**config.mk**
```make
export PLATFORM = sky130hd
export DESIGN_NAME = usb_tx_pkt_ctrl
export DESIGN_NICKNAME = d
export VERILOG_FILES = /design/src/rtl/usb_pkg.sv /design/src/rtl/usb_crc16_byte.sv /design/src/rtl/usb_tx_pkt_ctrl.sv
export SDC_FILE = /design/constraint.sdc
export NUM_CORES = 1
export LEC_CHECK = 0
export BUFFER_PORTS_ARGS = -buffer_cell sky130_fd_sc_hd__buf_2
export CORE_MARGIN = 3
export CORE_UTILIZATION = 40
export CTS_BUF_LIST = sky130_fd_sc_hd__clkbuf_16
export CTS_CLUSTER_DIAMETER = 60
export CTS_CLUSTER_SIZE = 28
export DETAILED_ROUTE_END_ITERATION = 8
export GPL_ROUTABILITY_DRIVEN = 0
export GPL_TIMING_DRIVEN = 0
export PLACE_DENSITY = 0.63
export SYNTH_ARGS = -nofsm -noshare
export SYNTH_HDL_FRONTEND = slang
export SYNTH_SLANG_ARGS = --single-unit
```
**constraint.sdc**
```tcl
create_clock -name clk -period 3.1 [get_ports clk]
set_input_delay 0.155 -clock clk [delete_from_list [all_inputs] [get_ports clk]]
set_output_delay 0.155 -clock clk [all_outputs]
set_load 0.03 [all_outputs]
```
**src/rtl/usb_pkg.sv**
```systemverilog
// Shared definitions for the USB transmit path: PID codes, the packet
// sequencer state encoding and the CRC16 constants.
package usb_pkg;

  // PID nibbles as they appear in the low half of the PID byte.
  localparam logic [3:0] PID_ACK   = 4'b0010;
  localparam logic [3:0] PID_NAK   = 4'b1010;
  localparam logic [3:0] PID_STALL = 4'b1110;
  localparam logic [3:0] PID_DATA0 = 4'b0011;
  localparam logic [3:0] PID_DATA1 = 4'b1011;

  // PID[1:0] distinguishes the packet class.
  localparam logic [1:0] PID_TYPE_HS   = 2'b10;
  localparam logic [1:0] PID_TYPE_DATA = 2'b11;

  // CRC16: polynomial 0x8005 processed LSB-first, so the shift register
  // uses the bit-reflected polynomial.
  localparam logic [15:0] CRC16_POLY     = 16'hA001;
  localparam logic [15:0] CRC16_INIT     = 16'hFFFF;
  localparam logic [15:0] CRC16_RESIDUAL = 16'h800D;

  typedef enum logic [2:0] {
    ST_IDLE,
    ST_SYNC,
    ST_PID,
    ST_PAYLOAD,
    ST_CRC_LO,
    ST_CRC_HI,
    ST_EOP,
    ST_DONE
  } tx_state_t;

endpackage

```
**src/rtl/usb_crc16_byte.sv**
```systemverilog
// Combinational CRC16 update for one byte, bits consumed LSB-first in the
// same order they leave on the wire.
module usb_crc16_byte
  import usb_pkg::*;
(
  input  logic [15:0] crc_in,
  input  logic [7:0]  data_in,
  output logic [15:0] crc_out
);

  // Eight unrolled shift/xor steps of the reflected CRC register.
  always_comb begin
    // NOTE: combinational logic uses blocking '=' and assigns every output
    // first, so each loop step sees the previous one and no latch is inferred.
    crc_out = crc_in;
    for (int i = 0; i < 8; i++) begin
      if (crc_out[0] ^ data_in[i]) begin
        crc_out = (crc_out >> 1) ^ CRC16_POLY;
      end else begin
        crc_out = crc_out >> 1;
      end
    end
  end

endmodule

```
**src/rtl/usb_tx_pkt_ctrl.sv**
```systemverilog
// Transmit packet sequencer: feeds SYNC, PID, payload and CRC16 bytes to the
// bit encoder one byte per byte_req, then requests EOP and reports status.
module usb_tx_pkt_ctrl
  import usb_pkg::*;
#(
  parameter int          MAX_LEN   = 64,
  parameter logic [7:0]  SYNC_BYTE = 8'h80
) (
  input  logic       clk,
  input  logic       n_rst,
  input  logic       tx_start,
  input  logic [3:0] tx_pid,
  input  logic [6:0] tx_len,
  input  logic [7:0] fifo_rdata,
  input  logic       fifo_empty,
  output logic       fifo_rd,
  input  logic       byte_req,
  input  logic       eop_done,
  output logic       sending,
  output logic [7:0] data,
  output logic       send_eop,
  output logic       tx_busy,
  output logic       tx_done,
  output logic       tx_error
);

  localparam logic [7:0] MAX_LEN_W = 8'(MAX_LEN);

  tx_state_t   state_q, state_d;
  logic [15:0] crc_q, crc_d, crc_next;
  logic [6:0]  rem_q, rem_d;
  logic [6:0]  len_q, len_d;
  logic [3:0]  pid_q, pid_d;
  logic        underrun_q, underrun_d;
  logic [7:0]  data_d;
  logic        sending_d, send_eop_d, fifo_rd_d, busy_d, done_d, error_d;
  logic        req_bad;

  usb_crc16_byte u_crc (
    .crc_in  (crc_q),
    .data_in (fifo_rdata),
    .crc_out (crc_next)
  );

  // A request is rejected for a non-handshake/non-data PID or an oversize data payload.
  always_comb begin
    req_bad = 1'b0;
    if (tx_pid[1:0] != PID_TYPE_HS && tx_pid[1:0] != PID_TYPE_DATA) begin
      req_bad = 1'b1;
    end else if (tx_pid[1:0] == PID_TYPE_DATA && {1'b0, tx_len} > MAX_LEN_W) begin
      req_bad = 1'b1;
    end
  end

  // Next-state and next-output decode; every output is registered below.
  always_comb begin
    state_d    = state_q;
    crc_d      = crc_q;
    rem_d      = rem_q;
    len_d      = len_q;
    pid_d      = pid_q;
    underrun_d = underrun_q;
    data_d     = data;
    sending_d  = sending;
    send_eop_d = send_eop;
    busy_d     = tx_busy;
    fifo_rd_d  = 1'b0;
    done_d     = 1'b0;
    error_d    = 1'b0;

    case (state_q)
      ST_IDLE: begin
        if (tx_start) begin
          if (req_bad) begin
            error_d = 1'b1;
          end else begin
            data_d     = SYNC_BYTE;
            sending_d  = 1'b1;
            busy_d     = 1'b1;
            crc_d      = CRC16_INIT;
            pid_d      = tx_pid;
            len_d      = tx_len;
            underrun_d = 1'b0;
            state_d    = ST_SYNC;
          end
        end
      end

      ST_SYNC: begin
        if (byte_req) begin
          data_d  = {~pid_q, pid_q};
          state_d = ST_PID;
        end
      end

      ST_PID: begin
        if (byte_req) begin
          if (pid_q[1:0] != PID_TYPE_DATA) begin
            send_eop_d = 1'b1;
            state_d    = ST_EOP;
          end else if (len_q == 7'd0) begin
            data_d  = ~crc_q[7:0];
            state_d = ST_CRC_LO;
          end else if (fifo_empty) begin
            // Nothing to send for the first payload byte: abort the packet.
            error_d    = 1'b1;
            underrun_d = 1'b1;
            send_eop_d = 1'b1;
            state_d    = ST_EOP;
          end else begin
            fifo_rd_d = 1'b1;
            data_d    = fifo_rdata;
            crc_d     = crc_next;
            rem_d     = len_q - 7'd1;
            state_d   = ST_PAYLOAD;
          end
        end
      end

      ST_PAYLOAD: begin
        if (byte_req) begin
          if (rem_q == 7'd0) begin
            data_d  = ~crc_q[7:0];
            state_d = ST_CRC_LO;
          end else if (fifo_empty) begin
            // Underrun: the packet is cut short and its CRC is never sent.
            error_d    = 1'b1;
            underrun_d = 1'b1;
            send_eop_d = 1'b1;
            state_d    = ST_EOP;
          end else begin
            fifo_rd_d = 1'b1;
            data_d    = fifo_rdata;
            crc_d     = crc_next;
            rem_d     = rem_q - 7'd1;
          end
        end
      end

      ST_CRC_LO: begin
        if (byte_req) begin
          data_d  = ~crc_q[15:8];
          state_d = ST_CRC_HI;
        end
      end

      ST_CRC_HI: begin
        if (byte_req) begin
          send_eop_d = 1'b1;
          state_d    = ST_EOP;
        end
      end

      ST_EOP: begin
        // byte_req is irrelevant here; only eop_done moves the sequencer on.
        if (eop_done) begin
          sending_d  = 1'b0;
          send_eop_d = 1'b0;
          done_d     = ~underrun_q;
          state_d    = ST_DONE;
        end
      end

      ST_DONE: begin
        busy_d  = 1'b0;
        data_d  = 8'h00;
        state_d = ST_IDLE;
      end

      default: state_d = ST_IDLE;
    endcase
  end

  // State, datapath and output registers; reset aborts any packet in flight.
  always_ff @(posedge clk or negedge n_rst) begin
    // NOTE: sequential state uses non-blocking '<=' so all registers update
    // together from the values present before the edge.
    if (!n_rst) begin
      state_q    <= ST_IDLE;
      crc_q      <= CRC16_INIT;
      rem_q      <= '0;
      len_q      <= '0;
      pid_q      <= '0;
      underrun_q <= 1'b0;
      data       <= 8'h00;
      sending    <= 1'b0;
      send_eop   <= 1'b0;
      fifo_rd    <= 1'b0;
      tx_busy    <= 1'b0;
      tx_done    <= 1'b0;
      tx_error   <= 1'b0;
    end else begin
      state_q    <= state_d;
      crc_q      <= crc_d;
      rem_q      <= rem_d;
      len_q      <= len_d;
      pid_q      <= pid_d;
      underrun_q <= underrun_d;
      data       <= data_d;
      sending    <= sending_d;
      send_eop   <= send_eop_d;
      fifo_rd    <= fifo_rd_d;
      tx_busy    <= busy_d;
      tx_done    <= done_d;
      tx_error   <= error_d;
    end
  end

endmodule

```
# ---- Word level (Yosys, flattened, before mapping)
# Index checks and enable logic that the tools add are counted.
dict set report op_classes {
  n_addsub 2
  n_lt_le_gt_ge 1
  n_eq_ne 26
  n_mux 92
  bitwise_logic 21
  n_reduce_logical 19
}
# op count
set ops {}
lappend ops {{$mux W16} 16}
lappend ops {{$mux W8} 10}
lappend ops {{$mux W7} 7}
lappend ops {{$pmux W16 S3} 1}
lappend ops {{$pmux W8 S6} 1}
lappend ops {{$mux W3} 13}
lappend ops {{$mux W1} 36}
lappend ops {{$ne A2 B2 Y1 const B} 16}
lappend ops {{$not A2 Y3} 8}
lappend ops {{$pmux W3 S8} 1}
lappend ops {{$reduce_and A8 Y1} 3}
lappend ops {{$not A8 Y8} 2}
lappend ops {{$logic_not A7 Y1} 2}
lappend ops {{$pmux W7 S2} 1}
lappend ops {{$sub A7 B1 Y7 const B} 2}
lappend ops {{$eq A3 B3 Y1 const B} 4}
lappend ops {{$reduce_and A9 Y1} 1}
lappend ops {{$xor A1 B1 Y1} 8}
lappend ops {{$gt A7 B7 Y1 const B} 1}
lappend ops {{$reduce_and A7 Y1} 1}
lappend ops {{$eq A3 B2 Y1 const B} 2}
lappend ops {{$ne A3 B3 Y1 const B} 2}
lappend ops {{$pmux W1 S2} 3}
lappend ops {{$pmux W1 S3} 2}
lappend ops {{other kinds (13)} 18}
dict set report totals {
  regBits 52
  input_bits 25
  elab_cells 174
}

# ---- Depth between registers and ports, before layout
# Gate-level depths: netlist of run 1.
dict set report logic_depth {
  depth_word 21
  ltp_mapped 11
}

# ---- By module
# Synthesis of run 1 repeated with hierarchy kept, for this count alone.
dict set report unflattened {
  cells_unflattened 315
  hier_area_um2 3091.7
}
# module n_inst cells_per_inst area_each_um2 seq_area_each_um2
set by_module_without_submodules {}
lappend by_module_without_submodules {usb_tx_pkt_ctrl 1 289 2840.2 1321.3}
lappend by_module_without_submodules {usb_crc16_byte 1 26 251.5 0.0}

# ---- Least setup slack after synthesis of run 1
# OpenSTA, ideal clock, no wires.
dict set report synth_path {
  kind {register to register}
  from {register state_q[1]}
  to {register rem_q[4]}
  setup_time_ns 0.065
  t_arrival_ns 2.332
  t_required_ns 3.035
  setup_slack_ns 0.703
  path_stages_with_launch 11
  path_cell_list {dfrtp_1 > clkbuf_1 > and3b_1 > clkbuf_1 > clkbuf_1 > mux2i_1 > ha_1 > clkbuf_1 > o21ai_1 > a211oi_1 > o22a_1}
}
dict set report synth_between {
  elab_chain_len 3
  elab_cells_between_ends 12
  cone_classes {9 x eq/ne; 1 x mux; 2 x reduce/logical}
}
# item line
set synth_lines {}
lappend synth_lines {{start: declaration} usb_tx_pkt_ctrl.sv:29} ;# tx_state_t state_q, state_d;
lappend synth_lines {{start signal: assignment} usb_tx_pkt_ctrl.sv:193} ;# state_q <= state_d;
lappend synth_lines {{$eq A3 B2 Y1} usb_tx_pkt_ctrl.sv:71} ;# case (state_q)
lappend synth_lines {{$ne A2 B2 Y1 (no source line) / $reduce_bool A2 Y1 (equally long branches)} n/a}
lappend synth_lines {{$reduce_and A8 Y1 (no source line)} n/a}
lappend synth_lines {{end signal: assignment} usb_tx_pkt_ctrl.sv:195} ;# rem_q <= rem_d;
lappend synth_lines {{end: declaration} usb_tx_pkt_ctrl.sv:31} ;# logic [6:0] rem_q, rem_d;
# Parallel ways exist; a longest one is shown, timed or not.
# A chain may end at the register's enable or synchronous reset.

# ---- Worst setup path in the final report of run 1
# Ends and elaborated chain as after synthesis.

==> results of run 1 <==
==> cell families (layout without fill, tap and decap cells) <==
kind of cell             Yosys count  after routing  synth area share, %
XOR/XNOR                          22             22                 6.88
multiplexers                      19             19                 6.65
AO/OA/AOI/OAI                     98             98                 24.7
buffers and inverters             26             72                 4.18
flip-flops                        52             52                 41.3
adder cells (fa/ha/maj)            1              1                0.391
AND/OR/NAND/NOR                   99             99                 15.9
==> cell usage in the layout, fill, tap and decap left out, types with 3 or more instances in the layout <==
cell / instances
sky130_fd_sc_hd__buf_2: 42
sky130_fd_sc_hd__nand2_1: 37
sky130_fd_sc_hd__dfrtp_1: 36
sky130_fd_sc_hd__nor2_1: 17
sky130_fd_sc_hd__dfstp_2: 16
sky130_fd_sc_hd__o21ai_0: 14
sky130_fd_sc_hd__mux2_2: 14
sky130_fd_sc_hd__clkbuf_1: 13
sky130_fd_sc_hd__a21oi_1: 12
sky130_fd_sc_hd__xnor2_1: 12
sky130_fd_sc_hd__a2bb2oi_2: 10
sky130_fd_sc_hd__a31oi_1: 9
sky130_fd_sc_hd__o22a_1: 9
sky130_fd_sc_hd__nor3_1: 8
sky130_fd_sc_hd__xor2_1: 8
sky130_fd_sc_hd__o22ai_1: 7
sky130_fd_sc_hd__nand3_1: 6
sky130_fd_sc_hd__a2bb2oi_1: 6
sky130_fd_sc_hd__clkbuf_16: 5
sky130_fd_sc_hd__nand2b_1: 4
sky130_fd_sc_hd__mux2i_1: 4
sky130_fd_sc_hd__a22o_1: 4
sky130_fd_sc_hd__nor2b_1: 4
sky130_fd_sc_hd__and3_1: 4
sky130_fd_sc_hd__inv_1: 3
sky130_fd_sc_hd__nor3b_1: 3
sky130_fd_sc_hd__a211oi_1: 3
==> stage by stage <==
step / hold slack (ns) / area (um^2) / util, % / worst slack [ns]
after floorplan: -0.141 / 3200 / - / 0.703
after global placement: 0.349 / 3510 / 46.9 / 0.277
after detailed placement: 0.357 / 3510 / 46.9 / 0.257
after CTS: 0.0556 / 3670 / 49.0 / 0.238
after global routing: 0.0654 / 3670 / 49.0 / 0.0730
final: 0.0545 / 3670 / 49.0 / 0.348
==> worst reg2reg max path, stage by stage (launching register included) <==
cell,delay (ns)
sky130_fd_sc_hd__dfrtp_1,0.32
sky130_fd_sc_hd__clkbuf_1,0.34
sky130_fd_sc_hd__and3b_1,0.23
sky130_fd_sc_hd__clkbuf_1,0.20
sky130_fd_sc_hd__clkbuf_2,0.26
sky130_fd_sc_hd__mux2i_1,0.28
sky130_fd_sc_hd__ha_1,0.18
sky130_fd_sc_hd__clkbuf_1,0.29
sky130_fd_sc_hd__o21ai_1,0.17
sky130_fd_sc_hd__a211oi_1,0.27
sky130_fd_sc_hd__o22a_1,0.16
==> layout make-up <==
class | count | share of cell area [%]
flip-flops and latches | 52 | 36.0
clock inverters | 3 | 0.716
inverters | 4 | 0.409
plain buffers | 22 | 3.28
well taps | 99 | 3.38
repair buffers | 38 | 5.19
clock buffers | 5 | 3.41
multi-input cells | 239 | 47.6
==> final timing paths <==
check                      endpoint  cells past startpoint
max                        rem_q[4]                     10
min                        pid_q[3]                      3
max reg2reg                rem_q[4]                     10
min reg2reg                 tx_done                      1
max in group asynchronous  len_q[6]                      1
min in group asynchronous   fifo_rd                      1
==> state kept, by name (all words and copies together), names as in the netlist <==
register    cells
rem_q           7
data            8
crc_q          16
tx_busy         1
pid_q           4
tx_error        1
underrun_q      1
fifo_rd         1
len_q           7
sending         1
state_q         3
tx_done         1
send_eop        1
==> power breakdown <==
group / internal [mW] / switching, mW / total (mW)
logic: 0.945 / 1.16 / 2.11
registers: 1.01 / 0.299 / 1.31
clock network: 0.307 / 0.260 / 0.567
==> timing repair <==
action                     4_1_cts  5_1_grt
buffers inserted                 0        0
gates resized for setup          0        2
setup endpoints to repair        0        3
==> per-layer routing <==
metal / GRT usage [%] / routed length (um) / vias to the layer above / part of all wire (%)
met3: 2.92 / 392 / 12 / 5.0
met5: 0 / 0 / - / 0
met1: 26.5 / 3720 / 1288 / 47
met4: 5.57 / 148 / 0 / 1.9
li1: - / - / 1277 / -
met2: 28.3 / 3640 / 80 / 46
==> insert_results.sql, run 1 <==
INSERT INTO impl_metrics (metric_group, metric, value, unit) VALUES
('route', 'drt-wirelength-per-cell', '17.1', 'um'),
('power', 'total_power', '3.99', 'mW'),
('route', 'post_route_ant_nets', '0', ''),
('synthesis', 'number_of_unique_standard_cell_types_used_by_synthesis', '64', ''),
('route', 'totalWireLength', '7900', 'um'),
('setup_path', 'rrSetupSlack', '0.35', 'ns'),
('synthesis', 'synthMostInstantiatedCell', 'sky130_fd_sc_hd__nand2_1', ''),
('layout', 'final-instance-count-excl-fill', '462', ''),
('synthesis', 'synth_ff_type', 'sky130_fd_sc_hd__dfrtp_1', ''),
('global_route', 'grt_pass1_wl', '13100', 'um'),
('layout', 'nFillCells', '705', ''),
('die', 'design.die.area', '9110', 'um^2'),
('layout', 'multi_input_area', '1750', 'um^2'),
('layout', 'ff_latch_area', '1320', 'um^2'),
('synthesis', 'synthArstFlopShare', '100', '%'),
('global_route', 'groute.usage.overall', '18.4', '%'),
('timing', 'maxSlewViolCount', '0', ''),
('setup_path', 'end_kind', 'register', ''),
('setup_path', 'critical_path.n_buffers_inverters', '4', ''),
('synthesis', 'netlist_instances', '317', ''),
('synthesis', 'synth.cell_area', '3200', 'um^2'),
('die', 'ioPinCount', '39', ''),
('timing', 'worst-slew-pin-transition', '1.17', 'ns'),
('cts', 'numCtsBuffers', '5', ''),
('die', 'core_area', '7490', 'um^2'),
('power', 'irDropWorstVdd', '0.343', 'mV'),
('cts', 'cts-htree-levels', '2', ''),
('setup_path', 'rr_startpoint', 'state_q[1]', ''),
('setup_path', 'crit_fanout', '10', ''),
('die', 'die_height', '95.5', 'um'),
('placement', 'numPortBuffers', '38', ''),
('layout', 'layout_area_overhead', '14.6', '%'),
('setup_path', 'timing.critical_path.from', 'state_q[1]', ''),
('setup_path', 'setup.worst_path.class', 'register to register', ''),
('global_route', 'first_global_vias', '2527', ''),
('power', 'total_leakage_power', '1.51', 'nW'),
('placement', 'hpwlAfterDp', '5880', 'um'),
('die', 'initial_core_util', '42.8', '%'),
('route', 'detail_route.drc_violations', '0', ''),
('placement', 'post-place-cells', '454', ''),
('cts', 'clk_transition_reported_paths', '0.07', 'ns'),
('cts', 'tritoncts', 'done', ''),
('layout', 'antenna_cells_inserted', '0', ''),
('cts', 'ctsHoldBuffers', '0', ''),
('synthesis', 'synth_nets', '343', ''),
('setup_path', 'worst_path_largest_cell_delay', '0.34', 'ns'),
('timing', 'maxSlewHeadroom', '22.2', '%'),
('global_route', 'grt_antenna_before_repair', '0', ''),
('setup_path', 'worst-endpoint-arrival', '2.98', 'ns'),
('synthesis', 'yosysWarnings', '0', ''),
('cts', 'cts.path.max_buffers', '2', ''),
('synthesis', 'synth_seq_area_share', '41.3', '%'),
('synthesis', 'yosys-top-cells-area', 'sky130_fd_sc_hd__dfrtp_1, sky130_fd_sc_hd__dfstp_2, sky130_fd_sc_hd__mux2_2', ''),
('timing', 'achievable-frequency', '363', 'MHz'),
('setup_path', 'critical-path-top-cell-by-count', 'sky130_fd_sc_hd__clkbuf_1', ''),
('global_route', 'grt_start_max_net_pins', '53', ''),
('layout', 'layout-drive-gt1-share', '28.4', '%'),
('timing', 'setup_viol_count_final', '0', ''),
('run', 'max_cap_viols', '0', ''),
('synthesis', 'post_synth.cell_area_avg', '10.1', 'um^2'),
('timing', 'rsz0062_at_grt', 'no', ''),
('synthesis', 'number_of_storage_elements_in_the_synthesis_netlist', '52', ''),
('synthesis', 'commonest_cells_in_the_netlist', 'sky130_fd_sc_hd__nand2_1, sky130_fd_sc_hd__dfrtp_1, sky130_fd_sc_hd__nor2_1', ''),
('timing', 'min_period_over_period', '88.8', '%'),
('route', 'vias', '2657', ''),
('synthesis', 'synth_area_leader_cell', 'sky130_fd_sc_hd__dfrtp_1', ''),
('timing', 'timing.setup.tns', '0', 'ns'),
('route', 'drt_iter0_drc', '137', ''),
('setup_path', 'slowest_stage', 'sky130_fd_sc_hd__clkbuf_1', ''),
('status', 'status', 'finished clean', ''),
('setup_path', 'critPathLaunchType', 'register', '');
Power figures use the tool's default switching activity.
==> inputs of run 2 (changes only) <==
Settings changed: PLACE_DENSITY 0.63 to 0.64, SLEW_MARGIN from default to 5, SYNTH_HIERARCHICAL from default to 1.
==> insert_results.sql, run 2 <==
INSERT INTO impl_metrics (metric_group, metric, value, unit) VALUES
('status', 'status', 'finished clean', ''),
('placement', 'post-place-cells', '451', ''),
('synthesis', 'dominant_combinational_cell_family_by_area_after_synthesis', 'compound AO/OA/AOI/OAI gates', ''),
('placement', 'hpwlAfterDp', '5820', 'um'),
('global_route', 'groute.usage.overall', '18.8', '%'),
('synthesis', 'synthMostInstantiatedCell', 'sky130_fd_sc_hd__nand2_1', ''),
('die', 'initial_core_util', '42.0', '%'),
('layout', 'num-nets-final', '385', ''),
('setup_path', 'worst-endpoint-arrival', '3.05', 'ns'),
('global_route', 'globalRoute.totalOverflow', '0', ''),
('synthesis', 'synth_area_leader_cell', 'sky130_fd_sc_hd__dfrtp_1', ''),
('route', 'drt-wirelength-per-cell', '17.1', 'um'),
('cts', 'clk_transition_reported_paths', '0.07', 'ns'),
('cts', 'ctsHoldBuffers', '0', ''),
('synthesis', 'synth.cell_area', '3090', 'um^2'),
('setup_path', 'critPathLaunchType', 'register', ''),
('global_route', 'grt_antenna_before_repair', '0', ''),
('hold_path', 'hold_path.class', 'input port to register', ''),
('die', 'die_height', '93.9', 'um'),
('cts', 'cts.root.buffer_cell', 'sky130_fd_sc_hd__clkbuf_16', ''),
('synthesis', 'post_synth_edffs', '0', ''),
('setup_path', 'critical_path_required', '3.26', 'ns'),
('setup_path', 'end_kind', 'register', ''),
('timing', 'post_route_skew', '0.0121', 'ns'),
('timing', 'worst-slew-pin-transition', '1.17', 'ns'),
('layout', 'final-instance-count-excl-fill', '459', ''),
('hold_path', 'hold_path_startpoint', 'tx_pid[3]', ''),
('global_route', 'first_global_vias', '2502', ''),
('synthesis', 'synthArstFlopShare', '100', '%'),
('route', 'detail_route.first_pass.iterations', '4', ''),
('synthesis', 'number_of_storage_elements_in_the_synthesis_netlist', '52', ''),
('synthesis', 'post_synth.cell_area_avg', '9.81', 'um^2'),
('synthesis', 'synth_ff_type', 'sky130_fd_sc_hd__dfrtp_1', ''),
('synthesis', 'yosys-top-cells-area', 'sky130_fd_sc_hd__dfrtp_1, sky130_fd_sc_hd__dfstp_2, sky130_fd_sc_hd__o22a_1', ''),
('setup_path', 'rrSetupSlack', '0.22', 'ns'),
('cts', 'cts.repair_timing.setup_buffer_count', '0', ''),
('timing', 'rsz0062_at_grt', 'no', ''),
('power', 'irDropWorstVdd', '0.394', 'mV'),
('timing', 'finalHoldViolations', '0', ''),
('run', 'max_cap_viols', '0', ''),
('layout', 'antenna_cells_inserted', '0', ''),
('timing', 'maxSlewHeadroom', '22.0', '%'),
('cts', 'cts-htree-levels', '2', ''),
('setup_path', 'slowest_stage', 'sky130_fd_sc_hd__dfrtp_1', ''),
('layout', 'reg.largest.list', 'crc_q: 16 flops, data: 8 flops', ''),
('timing', 'min_period_over_period', '93.0', '%'),
('synthesis', 'yosysWarnings', '6', ''),
('synthesis', 'synth_nets', '341', ''),
('setup_path', 'rr_endpoint', 'rem_q[4]', ''),
('layout', 'layout-drive-gt1-share', '23.9', '%'),
('timing', 'timing.setup.tns', '0', 'ns'),
('layout', 'final_common_cell', 'sky130_fd_sc_hd__nand2_1', ''),
('synthesis', 'post_synth_xor_area_fraction', '7.77', '%'),
('cts', 'clock_sinks', '52', ''),
('route', 'detail_route.drc_violations', '0', ''),
('die', 'core.rowCount', '31', ''),
('synthesis', 'synth_simple_gate_area_share', '18.7', '%'),
('power', 'p_per_area', '1150', 'nW/um^2'),
('synthesis', 'synth_seq_area_share', '42.7', '%'),
('route', 'post_route_ant_nets', '0', ''),
('synthesis', 'muxShareOfSynthArea', '1.30', '%'),
('cts', 'numCtsBuffers', '5', ''),
('layout', 'layout_area_overhead', '14.5', '%'),
('hold_path', 'whs_endpoint', 'pid_q[3]', ''),
('synthesis', 'number_of_unique_standard_cell_types_used_by_synthesis', '59', ''),
('route', 'totalWireLength', '7850', 'um'),
('synthesis', 'synth_adder_area_share', '0.405', '%'),
('route', 'dr.max_layer_used', 'met4', ''),
('setup_path', 'worst_path_largest_cell_delay', '0.52', 'ns'),
('timing', 'layout_min_cycle_time', '2.88', 'ns'),
('route', 'met2RoutedLength', '3560', 'um'),
('placement', 'numPortBuffers', '37', ''),
('route', 'dr_wl_met3', '514', 'um'),
('layout', 'postLayoutCoreUtil', '48.0', '%'),
('die', 'core_area', '7370', 'um^2'),
('cts', 'post_cts_resized', '0', ''),
('timing', 'maxSlewViolCount', '0', ''),
('die', 'design.die.area', '8820', 'um^2'),
('hold_path', 'worstHoldPathCells', '3', ''),
('synthesis', 'synth_compound_gate_area_share', '23.8', '%'),
('route', 'routed_length_on_met1', '3730', 'um'),
('die', 'ioPinCount', '39', ''),
('synthesis', 'commonest_cells_in_the_netlist', 'sky130_fd_sc_hd__nand2_1, sky130_fd_sc_hd__dfrtp_1, sky130_fd_sc_hd__o22a_1', ''),
('layout', 'largest_register_ffs', '16', ''),
('global_route', 'grt_pass1_wl', '13000', 'um'),
('route', 'via_per_inst', '5.71', ''),
('cts', 'cts.path.max_buffers', '2', ''),
('cts', 'tritoncts', 'done', ''),
('power', 'total_leakage_power', '1.55', 'nW'),
('route', 'vias', '2619', ''),
('synthesis', 'netlist_instances', '315', ''),
('setup_path', 'crit_fanout', '10', ''),
('setup_path', 'rr_startpoint', 'state_q[0]', ''),
('route', 'drt_iter0_drc', '120', ''),
('die', 'die_w', '93.9', 'um'),
('layout', 'layout_common_cells', 'sky130_fd_sc_hd__nand2_1, sky130_fd_sc_hd__buf_2, sky130_fd_sc_hd__dfrtp_1', ''),
('setup_path', 'ff2ff_path_depth', '10', ''),
('layout', 'registers.top_by_ff_count', 'crc_q', ''),
('setup_path', 'setup.worst_path.class', 'register to register', ''),
('global_route', 'grt_start_max_net_pins', '53', ''),
('timing', 'achievable-frequency', '347', 'MHz'),
('cts', 'clock_latency', '0.29', 'ns'),
('setup_path', 'crit_path_cell_trace', 'buf_6, nand3b_1, buf_2, mux2i_1, ha_1, inv_1, or3_1, xnor2_1, a21oi_1, o21ai_0', ''),
('timing', 'setup_viol_count_final', '0', ''),
('synthesis', 'synth_top_area_share', '29.1', '%');
run 2: cell types whose count changed in the layout (fill, tap and decap cells not counted), moves of 4 or more:
| cell | delta |
|---|---|
| sky130_fd_sc_hd__o22ai_1 | -4 |
| sky130_fd_sc_hd__o21a_1 | +7 |
| sky130_fd_sc_hd__xnor2_1 | +5 |
| sky130_fd_sc_hd__o22a_1 | +12 |
| sky130_fd_sc_hd__a221o_1 | +7 |
| sky130_fd_sc_hd__a211oi_1 | +7 |
| sky130_fd_sc_hd__nor3_1 | -4 |
| sky130_fd_sc_hd__nand2_1 | +9 |
| sky130_fd_sc_hd__a2bb2oi_2 | -10 |
| sky130_fd_sc_hd__mux2_2 | -14 |
| sky130_fd_sc_hd__clkbuf_1 | -4 |
| sky130_fd_sc_hd__a31oi_1 | -7 |
run 2: routing by layer:
layer  vias up  global-route usage (%)
li1       1249                       -
met1      1273                    27.4
met2        92                    29.3
met3         5                    3.04
met4         0                    4.21
met5         -                       0
run 2: final cells by class:
class,count,area [um^2]
well taps,99,124
flip-flops and latches,52,1320
repair buffers,37,185
multi-input cells,233,1610
clock buffers,5,125
clock inverters,3,15.0
inverters,5,18.8
fillers,730,3830
plain buffers,25,145
run 2: worst max-delay path: cells and delay by family, from the launching register on:
kind / cells / cell delay (ns)
buf+inv: 3 / 0.67
simple gates: 2 / 0.63
flops: 1 / 0.52
fa+ha+maj: 1 / 0.30
mux: 1 / 0.26
compound gates: 2 / 0.23
xor+xnor: 1 / 0.14
run 2: stage by stage:
step                      cell area, um^2  hold WS, ns  setup WS, ns  total power, mW
final                                3540       0.0568         0.216             4.07
after detailed placement             3400        0.358         0.268             3.50
after global placement               3400        0.351         0.341             3.47
after CTS                            3540       0.0579         0.247             4.08
after global routing                 3540       0.0654        0.0194             4.36
after floorplan                      3090       -0.141         0.714             3.00
run 2: where the power goes:
| group | switching, mW | internal [mW] |
|---|---|---|
| sequential | 0.340 | 1.03 |
| combinational | 1.14 | 1.01 |
| clock | 0.247 | 0.296 |
| total | 1.73 | 2.34 |
run 2: cells by family (layout without fill, tap and decap cells):
group,Yosys count,after routing
xor gates and xnor gates,24,24
buffers and inverters,30,75
AOI/OAI and AO/OA,95,95
muxes,4,4
and+or+nand+nor,109,109
DFF,52,52
adders and majority gates,1,1
run 2: worst max-delay path by stage:
stage / from / to / slack (ns)
4_1_cts: state_q[0] / rem_q[4] / 0.25
3_5_place_dp: state_q[0] / rem_q[4] / 0.27
2_1_floorplan: state_q[0] / rem_q[4] / 0.71
6_report: state_q[0] / rem_q[4] / 0.22
5_1_grt: state_q[0] / rem_q[4] / 0.02
3_3_place_gp: state_q[0] / rem_q[4] / 0.34
==> inputs of run 3 (changes only) <==
Settings changed: PLACE_DENSITY 0.64 to 0.66.
Clock period 3.1 ns to 2.3 ns, I/O delays scaled along.
==> insert_results.sql, run 3 (same netlist as run 2, synthesis figures left out) <==
INSERT INTO impl_metrics (metric_group, metric, value, unit) VALUES
('layout', 'final-instance-count-excl-fill', '466', ''),
('cts', 'numCtsBuffers', '5', ''),
('placement', 'place_ws', '-0.298', 'ns'),
('route', 'detail_route.first_pass.iterations', '4', ''),
('die', 'die_height', '93.9', 'um'),
('layout', 'reg.largest.list', 'crc_q: 16 flops, data: 8 flops', ''),
('cts', 'ctsHoldBuffers', '0', ''),
('timing', 'timing.setup.tns', '0', 'ns'),
('cts', 'tritoncts', 'done', ''),
('route', 'drt_iter0_drc', '200', ''),
('run', 'max_cap_viols', '0', ''),
('route', 'detail_route.drc_violations', '0', ''),
('setup_path', 'critPathLaunchType', 'register', ''),
('die', 'die_w', '93.9', 'um'),
('setup_path', 'end_kind', 'register', ''),
('setup_path', 'slowest_stage', 'sky130_fd_sc_hd__dfrtp_2', ''),
('placement', 'hpwlAfterDp', '5690', 'um'),
('timing', 'min_period_over_period', '97.5', '%'),
('placement', 'post-place-cells', '451', ''),
('layout', 'layout_common_cells', 'sky130_fd_sc_hd__nand2_1, sky130_fd_sc_hd__buf_2, sky130_fd_sc_hd__dfrtp_1', ''),
('layout', 'final_common_cell', 'sky130_fd_sc_hd__nand2_1', ''),
('layout', 'postLayoutCoreUtil', '49.2', '%'),
('timing', 'worst-slew-pin-transition', '1.13', 'ns'),
('hold_path', 'hold_path.class', 'input port to register', ''),
('layout', 'layout_area_overhead', '17.4', '%'),
('die', 'ioPinCount', '39', ''),
('timing', 'final.setup.worst_slack', '0.0571', 'ns'),
('timing', 'achievable-frequency', '446', 'MHz'),
('status', 'status', 'finished clean', ''),
('power', 'combPwrFrac', '54.3', '%'),
('setup_path', 'crit_path_cell_trace', 'buf_6, nand3b_1, buf_6, mux2i_4, ha_2, inv_2, or3_1, xnor2_1, a21oi_1, o21ai_1', ''),
('cts', 'cts.path.max_buffers', '2', ''),
('layout', 'antenna_cells_inserted', '0', ''),
('power', 'power_frac_clock', '12.9', '%'),
('power', 'switching_share', '42.1', '%'),
('cts', 'clk_transition_reported_paths', '0.07', 'ns'),
('die', 'core.rowCount', '31', ''),
('global_route', 'grt_antenna_before_repair', '0', ''),
('setup_path', 'setup.worst_path.class', 'register to register', ''),
('timing', 'layout_min_cycle_time', '2.24', 'ns'),
('die', 'initial_core_util', '42.0', '%'),
('timing', 'post_route_skew', '0.00808', 'ns'),
('setup_path', 'critical_path_required', '2.47', 'ns'),
('global_route', 'first_global_vias', '2489', ''),
('route', 'totalWireLength', '7860', 'um'),
('layout', 'num-nets-final', '392', ''),
('layout', 'layout-drive-gt1-share', '26.7', '%'),
('route', 'via_per_inst', '5.62', ''),
('timing', 'maxSlewHeadroom', '25.0', '%'),
('placement', 'numPortBuffers', '37', ''),
('layout', 'registers.top_by_ff_count', 'crc_q', ''),
('power', 'total_power', '5.63', 'mW'),
('global_route', 'groute.usage.overall', '18.4', '%'),
('power', 'total_leakage_power', '1.58', 'nW'),
('setup_path', 'worst-endpoint-arrival', '2.41', 'ns'),
('setup_path', 'critical-path-top-cell-by-count', 'sky130_fd_sc_hd__buf_6', ''),
('die', 'design.die.area', '8820', 'um^2'),
('timing', 'setup_viol_count_final', '0', ''),
('power', 'sequentialPowerShare', '32.7', '%'),
('timing', 'maxSlewViolCount', '0', ''),
('global_route', 'globalRoute.totalOverflow', '0', ''),
('setup_path', 'crit_fanout', '10', ''),
('cts', 'cts.root.buffer_cell', 'sky130_fd_sc_hd__clkbuf_16', ''),
('global_route', 'grt_pass1_wl', '12800', 'um'),
('route', 'drt-wirelength-per-cell', '16.9', 'um'),
('cts', 'cts-htree-levels', '2', ''),
('power', 'netSwitchingPower', '2.37', 'mW'),
('global_route', 'grt_start_max_net_pins', '53', ''),
('power', 'irDropWorstVdd', '0.459', 'mV'),
('layout', 'nFillCells', '731', ''),
('route', 'post_route_ant_nets', '0', ''),
('layout', 'largest_register_ffs', '16', ''),
('timing', 'rsz0062_at_grt', 'yes', ''),
('route', 'vias', '2620', ''),
('die', 'core_area', '7370', 'um^2'),
('setup_path', 'worst_path_largest_cell_delay', '0.44', 'ns'),
('power', 'p_int', '3.26', 'mW'),
('timing', 'finalHoldViolations', '0', ''),
('power', 'p_per_area', '1550', 'nW/um^2'),
('cts', 'clock_latency', '0.29', 'ns'),
('cts', 'clock_sinks', '52', '');
-- run 3: final cells by class --
cell class | count | area, um^2 | area share (%)
multi-input cells | 233 | 1630 | 45.0
flip-flops and latches | 52 | 1320 | 36.5
repair buffers | 44 | 238 | 6.55
plain buffers | 25 | 151 | 4.17
clock buffers | 5 | 125 | 3.45
well taps | 99 | 124 | 3.41
inverters | 5 | 18.8 | 0.517
clock inverters | 3 | 13.8 | 0.379
-- run 3: worst paths after layout --
check	from	to	slack (ns)	cells after the start
setup / recovery	state_q[1]	rem_q[4]	0.06	10
hold / removal	tx_pid[2]	pid_q[2]	0.01	3
setup reg to reg	state_q[1]	rem_q[4]	0.06	10
hold reg to reg	underrun_q	tx_done	0.43	1
max in group asynchronous	n_rst	state_q[0]	1.50	1
min in group asynchronous	n_rst	fifo_rd	0.04	1
-- run 3: what timing repair did --
| item | CTS | global route |
|---|---|---|
| gates cloned | 0 | 0 |
| buffers inserted | 3 | 4 |
| pin swaps | 2 | 2 |
| resized for setup | 2 | 4 |
| endpoints found under the setup margin | 2 | 12 |
-- run 3: per-layer routing --
metal  vias to the layer above  share of wire (%)  global-route usage, %
li1                       1255                  -                      -
met1                      1269                 47                   27.0
met2                        89                 45                   27.7
met3                         7                6.4                   4.09
met4                         0               0.88                   4.33
met5                         -                  0                      0
-- run 3: power by group through the flow --
stage | registers (mW) | logic [mW] | clock network, mW
after floorplan | 1.88 | 2.18 | 0
after global placement | 1.85 | 2.83 | 0
after detailed placement | 1.86 | 2.87 | 0
after CTS | 1.83 | 2.95 | 0.743
after global routing | 1.90 | 3.34 | 0.779
final | 1.84 | 3.06 | 0.727
-- run 3: critical path: cells and delay by family (launching register included) --
kind            cells  cell delay (ns)
xor+xnor            1             0.14
buf+inv             3             0.40
simple gates        2             0.49
flops               1             0.44
mux                 1             0.24
compound gates      2             0.21
fa+ha+maj           1             0.22
-- run 3: metrics by stage --
stage | hold slack (ns) | instance area, um^2
after global placement | 0.318 | 3410
after global routing | 0.0175 | 3630
after floorplan | -0.181 | 3100
after CTS | 0.0151 | 3580
final | 0.0124 | 3630
after detailed placement | 0.316 | 3410
